### src/rtl/keypad_scan_ctrl.sv
// keypad_scan_ctrl
// Scan sequencer for a 4x4 active-high matrix keypad. It drives the columns
// one-hot in rotation on a divided scan tick and samples the rows. A key is
// accepted as pressed or released only after it has been stable for a number
// of ticks. Each accepted press becomes one event on a valid/ack handshake.
//
// Ports:
//   clk       in   system clock
//   rst       in   synchronous active-high reset
//   row_in    in   [3:0] row sense, bit r high when a key in row r of the
//                  driven column is down
//   col_out   out  [3:0] one-hot column drive
//   key_valid out  an event is pending
//   key_code  out  [3:0] pending key, row*4+col
//   key_ack   in   consumer takes the pending event
//   key_down  out  high while a debounced key is held
//   overrun   out  one-cycle pulse when a pending event is overwritten
//
// Build option: define KEYPAD_REPEAT_EN to emit an auto-repeat event every
// REPEAT_TICKS ticks while a key stays held. Without it, each press gives
// exactly one event and no repeat counter exists.
module keypad_scan_ctrl #(
  parameter int unsigned CLK_DIV        = 10000,
  parameter int unsigned DEBOUNCE_TICKS = 4,
  parameter int unsigned REPEAT_TICKS   = 50
) (
  input  logic       clk,
  input  logic       rst,
  input  logic [3:0] row_in,
  output logic [3:0] col_out,
  output logic       key_valid,
  output logic [3:0] key_code,
  input  logic       key_ack,
  output logic       key_down,
  output logic       overrun
);

  localparam int unsigned CW = (CLK_DIV > 2) ? $clog2(CLK_DIV) : 1;
  localparam int unsigned DW = (DEBOUNCE_TICKS > 2) ? $clog2(DEBOUNCE_TICKS) : 1;
  localparam logic [CW-1:0] DIV_MAX = CW'(CLK_DIV - 1);
  localparam logic [DW-1:0] DEB_MAX = DW'(DEBOUNCE_TICKS - 1);

  typedef enum logic [1:0] {
    ST_SCAN     = 2'd0,
    ST_DEBOUNCE = 2'd1,
    ST_PRESSED  = 2'd2
  } state_e;

  // Lowest set row wins when several keys share the driven column.
  function automatic logic [1:0] lowest_row(input logic [3:0] rows);
    if (rows[0]) begin
      lowest_row = 2'd0;
    end else if (rows[1]) begin
      lowest_row = 2'd1;
    end else if (rows[2]) begin
      lowest_row = 2'd2;
    end else begin
      lowest_row = 2'd3;
    end
  endfunction

  function automatic logic [3:0] col_onehot(input logic [1:0] idx);
    col_onehot = 4'b0001 << idx;
  endfunction

  if (CLK_DIV < 2 || DEBOUNCE_TICKS < 2 || REPEAT_TICKS < 1) begin : g_param_check
    $error("keypad_scan_ctrl: illegal parameter value");
  end

  logic [CW-1:0] div_q;
  state_e        state_q, state_d;
  logic [1:0]    col_idx_q, col_idx_d;
  logic [1:0]    cap_row_q, cap_row_d;
  logic [1:0]    cap_col_q, cap_col_d;
  logic [DW-1:0] deb_cnt_q, deb_cnt_d;
  logic [DW-1:0] rel_cnt_q, rel_cnt_d;
  logic [3:0]    col_out_q;
  logic          key_valid_q, key_valid_d;
  logic [3:0]    key_code_q, key_code_d;
  logic          key_down_q;
  logic          overrun_q, overrun_d;
  logic          tick_s;
  logic          held_s;
  logic          event_s;

`ifdef KEYPAD_REPEAT_EN
  localparam int unsigned RW = (REPEAT_TICKS > 2) ? $clog2(REPEAT_TICKS) : 1;
  localparam logic [RW-1:0] REP_MAX = RW'(REPEAT_TICKS - 1);
  logic [RW-1:0] rep_cnt_q, rep_cnt_d;
`endif

  assign tick_s = (div_q == DIV_MAX);
  // The column stays on cap_col outside SCAN, so this is the captured key.
  assign held_s = row_in[cap_row_q];

  // Scan / debounce state machine, advanced only on tick cycles.
  always_comb begin
    state_d   = state_q;
    col_idx_d = col_idx_q;
    cap_row_d = cap_row_q;
    cap_col_d = cap_col_q;
    deb_cnt_d = deb_cnt_q;
    rel_cnt_d = rel_cnt_q;
    event_s   = 1'b0;
`ifdef KEYPAD_REPEAT_EN
    rep_cnt_d = rep_cnt_q;
`endif
    if (tick_s) begin
      case (state_q)
        ST_SCAN: begin
          if (row_in == 4'b0000) begin
            col_idx_d = col_idx_q + 2'd1;
          end else begin
            cap_row_d = lowest_row(row_in);
            cap_col_d = col_idx_q;
            deb_cnt_d = {DW{1'b0}};
            state_d   = ST_DEBOUNCE;
          end
        end
        ST_DEBOUNCE: begin
          if (held_s) begin
            if (deb_cnt_q == DEB_MAX) begin
              state_d   = ST_PRESSED;
              event_s   = 1'b1;
              rel_cnt_d = {DW{1'b0}};
`ifdef KEYPAD_REPEAT_EN
              rep_cnt_d = {RW{1'b0}};
`endif
            end else begin
              deb_cnt_d = deb_cnt_q + DW'(1);
            end
          end else begin
            // Bounce: give up on this key and move on to the next column.
            state_d   = ST_SCAN;
            col_idx_d = col_idx_q + 2'd1;
          end
        end
        ST_PRESSED: begin
          if (held_s) begin
            rel_cnt_d = {DW{1'b0}};
`ifdef KEYPAD_REPEAT_EN
            if (rep_cnt_q == REP_MAX) begin
              rep_cnt_d = {RW{1'b0}};
              event_s   = 1'b1;
            end else begin
              rep_cnt_d = rep_cnt_q + RW'(1);
            end
`endif
          end else begin
`ifdef KEYPAD_REPEAT_EN
            rep_cnt_d = {RW{1'b0}};
`endif
            if (rel_cnt_q == DEB_MAX) begin
              state_d   = ST_SCAN;
              col_idx_d = col_idx_q + 2'd1;
            end else begin
              rel_cnt_d = rel_cnt_q + DW'(1);
            end
          end
        end
        default: begin
          state_d = ST_SCAN;
        end
      endcase
    end else begin
      state_d = state_q;
    end
  end

  // Event handshake: a new event always wins over an ack in the same cycle.
  always_comb begin
    key_valid_d = key_valid_q;
    key_code_d  = key_code_q;
    overrun_d   = 1'b0;
    if (event_s) begin
      key_valid_d = 1'b1;
      key_code_d  = {cap_row_q, cap_col_q};
      overrun_d   = key_valid_q & ~key_ack;
    end else if (key_ack) begin
      key_valid_d = 1'b0;
    end else begin
      key_valid_d = key_valid_q;
    end
  end

  // State and output registers with synchronous reset.
  always_ff @(posedge clk) begin
    if (rst) begin
      div_q       <= {CW{1'b0}};
      state_q     <= ST_SCAN;
      col_idx_q   <= 2'd0;
      cap_row_q   <= 2'd0;
      cap_col_q   <= 2'd0;
      deb_cnt_q   <= {DW{1'b0}};
      rel_cnt_q   <= {DW{1'b0}};
      col_out_q   <= 4'b0001;
      key_valid_q <= 1'b0;
      key_code_q  <= 4'd0;
      key_down_q  <= 1'b0;
      overrun_q   <= 1'b0;
`ifdef KEYPAD_REPEAT_EN
      rep_cnt_q   <= {RW{1'b0}};
`endif
    end else begin
      div_q       <= tick_s ? {CW{1'b0}} : div_q + CW'(1);
      state_q     <= state_d;
      col_idx_q   <= col_idx_d;
      cap_row_q   <= cap_row_d;
      cap_col_q   <= cap_col_d;
      deb_cnt_q   <= deb_cnt_d;
      rel_cnt_q   <= rel_cnt_d;
      col_out_q   <= col_onehot(col_idx_d);
      key_valid_q <= key_valid_d;
      key_code_q  <= key_code_d;
      key_down_q  <= (state_d == ST_PRESSED);
      overrun_q   <= overrun_d;
`ifdef KEYPAD_REPEAT_EN
      rep_cnt_q   <= rep_cnt_d;
`endif
    end
  end

  assign col_out   = col_out_q;
  assign key_valid = key_valid_q;
  assign key_code  = key_code_q;
  assign key_down  = key_down_q;
  assign overrun   = overrun_q;

endmodule

### config.mk
export PLATFORM = sky130hd
export DESIGN_NAME = keypad_scan_ctrl
export DESIGN_NICKNAME = d
export VERILOG_FILES = /design/src/rtl/keypad_scan_ctrl.sv
export SDC_FILE = /design/constraint.sdc
export NUM_CORES = 1
export LEC_CHECK = 0
export CORE_ASPECT_RATIO = 0.6
export CORE_UTILIZATION = 44
export DETAILED_ROUTE_END_ITERATION = 8
export GPL_TIMING_DRIVEN = 0
export SLEW_MARGIN = 25
export SYNTH_ARGS = -nofsm -noshare
export SYNTH_HDL_FRONTEND = slang
export SYNTH_SLANG_ARGS = --single-unit
### constraint.sdc
create_clock -name clk -period 2.7 [get_ports clk]
set_input_delay 0.405 -clock clk [delete_from_list [all_inputs] [get_ports clk]]
set_output_delay 0.405 -clock clk [all_outputs]
set_load 0.03 [all_outputs]
==> out/summary.txt <==
Status - finished, final reports clean
ANT nets after route - 0
CTS max path bufs - 2
Initial DRC count - 66
Post CTS Setup Buffer Count - 0
Max-cap violation count - 0
Via/cell ratio - 5.36
Fin worst setup slack - 476 ps
Flops & latches, synth - 37
Cells after synthesis - 195
CTS H-tree lvls - 2
Clock root buffer - clkbuf_8
Min cycle time layout - 2220 ps
Clock sink count - 37
Global-route wire length before repair - 6530 um
Worst path required time - 2890 ps
Top fanout value on the critical path - 6
Power Density - 539 mW/mm^2
CTS tree - done
Top FF cell, synth - dfxtp_1
Final nets - 230
Slew @ Worst Pin - 558 ps
Cts hold-fix bufs - 0
Mean Syn Cell Area - 8.80 sq um
Synth async-reset ratio - 0%
# setup viols final - 0
CTS buffer count - 5
Worst hold slack - 451 ps
Total Routed Length - 3760 um
Final period util - 82.4%
DRC viols - 0
Mapped Area - 0.00172 sq mm
Final global-route overflow total - 0
Setup Skew - 4.41 ps
Placement Setup Slack - 180 ps
DIE AREA - 0.00416 sq mm
# diodes - 0
Synth warn - 0
Die extent in y - 50.4 um
I/O Pins - 18
Synth top area share - 43.2%
Maximum clock rate - 450 MHz
Initial antenna violation count - 0
Routability-driven placement congestion ratio - 0.825
Area contributors post-synth - dfxtp_1, nand2_1, a21oi_1
Hold crit path type - reg2reg
Post-synth top cells - dfxtp_1, nand2_1, nor2_1, a21oi_1
PnR Total Power - 1.11 mW
HPWL Detailed - 2800 um
WP data arrival - 2410 ps
Clock transition at path regs - 70 ps
Area grow syn2layout - 20.1%
Most common cell in the netlist - dfxtp_1
Via count - 1,431
Pin count of the biggest net entering global routing - 12
Area leader, netlist - dfxtp_1
Post-CTS sizing - 0
Input/output buffers - 17
Share of cells above drive strength 1 - 10.5%
RSZ-0062 raised after global routing - false
Register area share after synthesis - 43.2%
Leak - 0.700 nW
# rows - 17
Kind of critical path - in2reg
Gr usage total - 21.7%
VDD IR-drop max - 0.297 mV
Crit end category - register
Die width - 82.6 um
Final-report hold violation count - 0
Clk Latency, worst-skew pair - 290 ps
DR WL/cell - 14.1 um
Final TNS setup - 0 ps
Setup crit start kind - input port
Total nets after synthesis - 206
Netlist cell types - 50
DR pass1 iterations - 4
Initial Util - 46.3%
Core area - 0.00370 sq mm
Number of global-route vias before repair - 1,406
Post-synth EDFFs - 0
Slew HR - 62.8%
Slew Limit Fails - 0
==> worst paths after layout <==
kind | endpoint | slack (ps) | cells after the start | start
setup / recovery | col_out[0]$_SDFF_PP1_ | 480 | 7 | row_in[0]
hold / removal | key_code[2]$_SDFFE_PP0P_ | 450 | 2 | key_code[2]$_SDFFE_PP0P_
setup reg to reg | key_code[1]$_SDFFE_PP0P_ | 570 | 7 | div_q[0]$_SDFF_PP0_
hold reg to reg | key_code[2]$_SDFFE_PP0P_ | 450 | 2 | key_code[2]$_SDFFE_PP0P_
==> metal layers <==
layer	track usage (%)	vias to the layer above	share of wire, %
met5	0	-	0
met4	10.6	0	1.6
met3	5.27	7	6.3
met2	27.7	45	37
met1	33.0	649	55
li1	-	730	-
==> critical path, stage by stage <==
cell and delay (ps):
clkdlybuf4s50_1 470, or4_4 580, nor2b_2 220, nor2_1 100
a22oi_1 80, o31a_2 360, a21o_1 200
==> where the power goes <==
group / switching [mW] / total, mW / internal, mW
clock network: 0.193 / 0.494 / 0.301
logic: 0.0348 / 0.0578 / 0.0230
registers: 0.00585 / 0.558 / 0.552
==> flip-flops by register name, summed over array words and instances, names as in the netlist <==
| register | count |
|---|---|
| key_code | 4 |
| cap_row_q | 2 |
| cap_col_q | 2 |
| key_down | 1 |
| col_idx_q | 2 |
| key_valid | 1 |
| div_q | 14 |
| deb_cnt_q | 2 |
| state_q | 2 |
| col_out | 4 |
| overrun | 1 |
| rel_cnt_q | 2 |
==> kinds of logic after synthesis <==
| logic type | after synthesis | synth area share, % |
|---|---|---|
| mux | 3 | 2.48 |
| flops | 37 | 43.2 |
| fa+ha+maj | 4 | 2.92 |
| xor+xnor | 10 | 5.11 |
| compound gates | 36 | 13.5 |
| simple gates | 94 | 29.9 |
| buf+inv | 11 | 2.92 |
==> cell usage in the layout, fill, tap and decap left out, types with 2 or more instances in the layout <==
cell | netlist | final
a21oi_1 | 17 | 17
and2_1 | 2 | 2
and3_1 | 4 | 4
and4_1 | 2 | 2
clkbuf_1 | 4 | 5
clkbuf_8 | 0 | 6
clkdlybuf4s50_1 | 0 | 17
dfxtp_1 | 37 | 37
ha_1 | 4 | 4
inv_1 | 4 | 4
mux2i_1 | 2 | 2
nand2_1 | 31 | 31
nand2b_1 | 4 | 4
nand3_1 | 7 | 7
nand3b_1 | 2 | 2
nand4_1 | 3 | 3
nor2_1 | 18 | 18
nor2_4 | 2 | 2
nor2b_1 | 3 | 3
nor3_1 | 2 | 2
nor4b_2 | 2 | 2
o21ai_0 | 5 | 5
or3_1 | 3 | 3
xnor2_1 | 3 | 3
xor2_1 | 7 | 7
==> area by class of cell <==
cell class / count / area, sq um
well taps: 47 / 58.8
flip-flops and latches: 37 / 741
repair buffers: 17 / 170
plain buffers: 7 / 35.0
multi-input cells: 147 / 925
inverters: 4 / 15.0
clock inverters: 1 / 30.0
fillers: 334 / 1640
clock buffers: 7 / 86.3
==> metrics by stage <==
| step | utilization [%] | cells | area [sq um] |
|---|---|---|---|
| CTS | 55.7 | 267 | 2060 |
| finish | 55.7 | 267 | 2060 |
| global placement | 52.5 | 259 | 1940 |
| global route | 55.7 | 267 | 2060 |
| detailed placement | 52.5 | 259 | 1940 |
| floorplan | - | 195 | 1720 |
No activity file was read; power rests on OpenSTA's default activity.
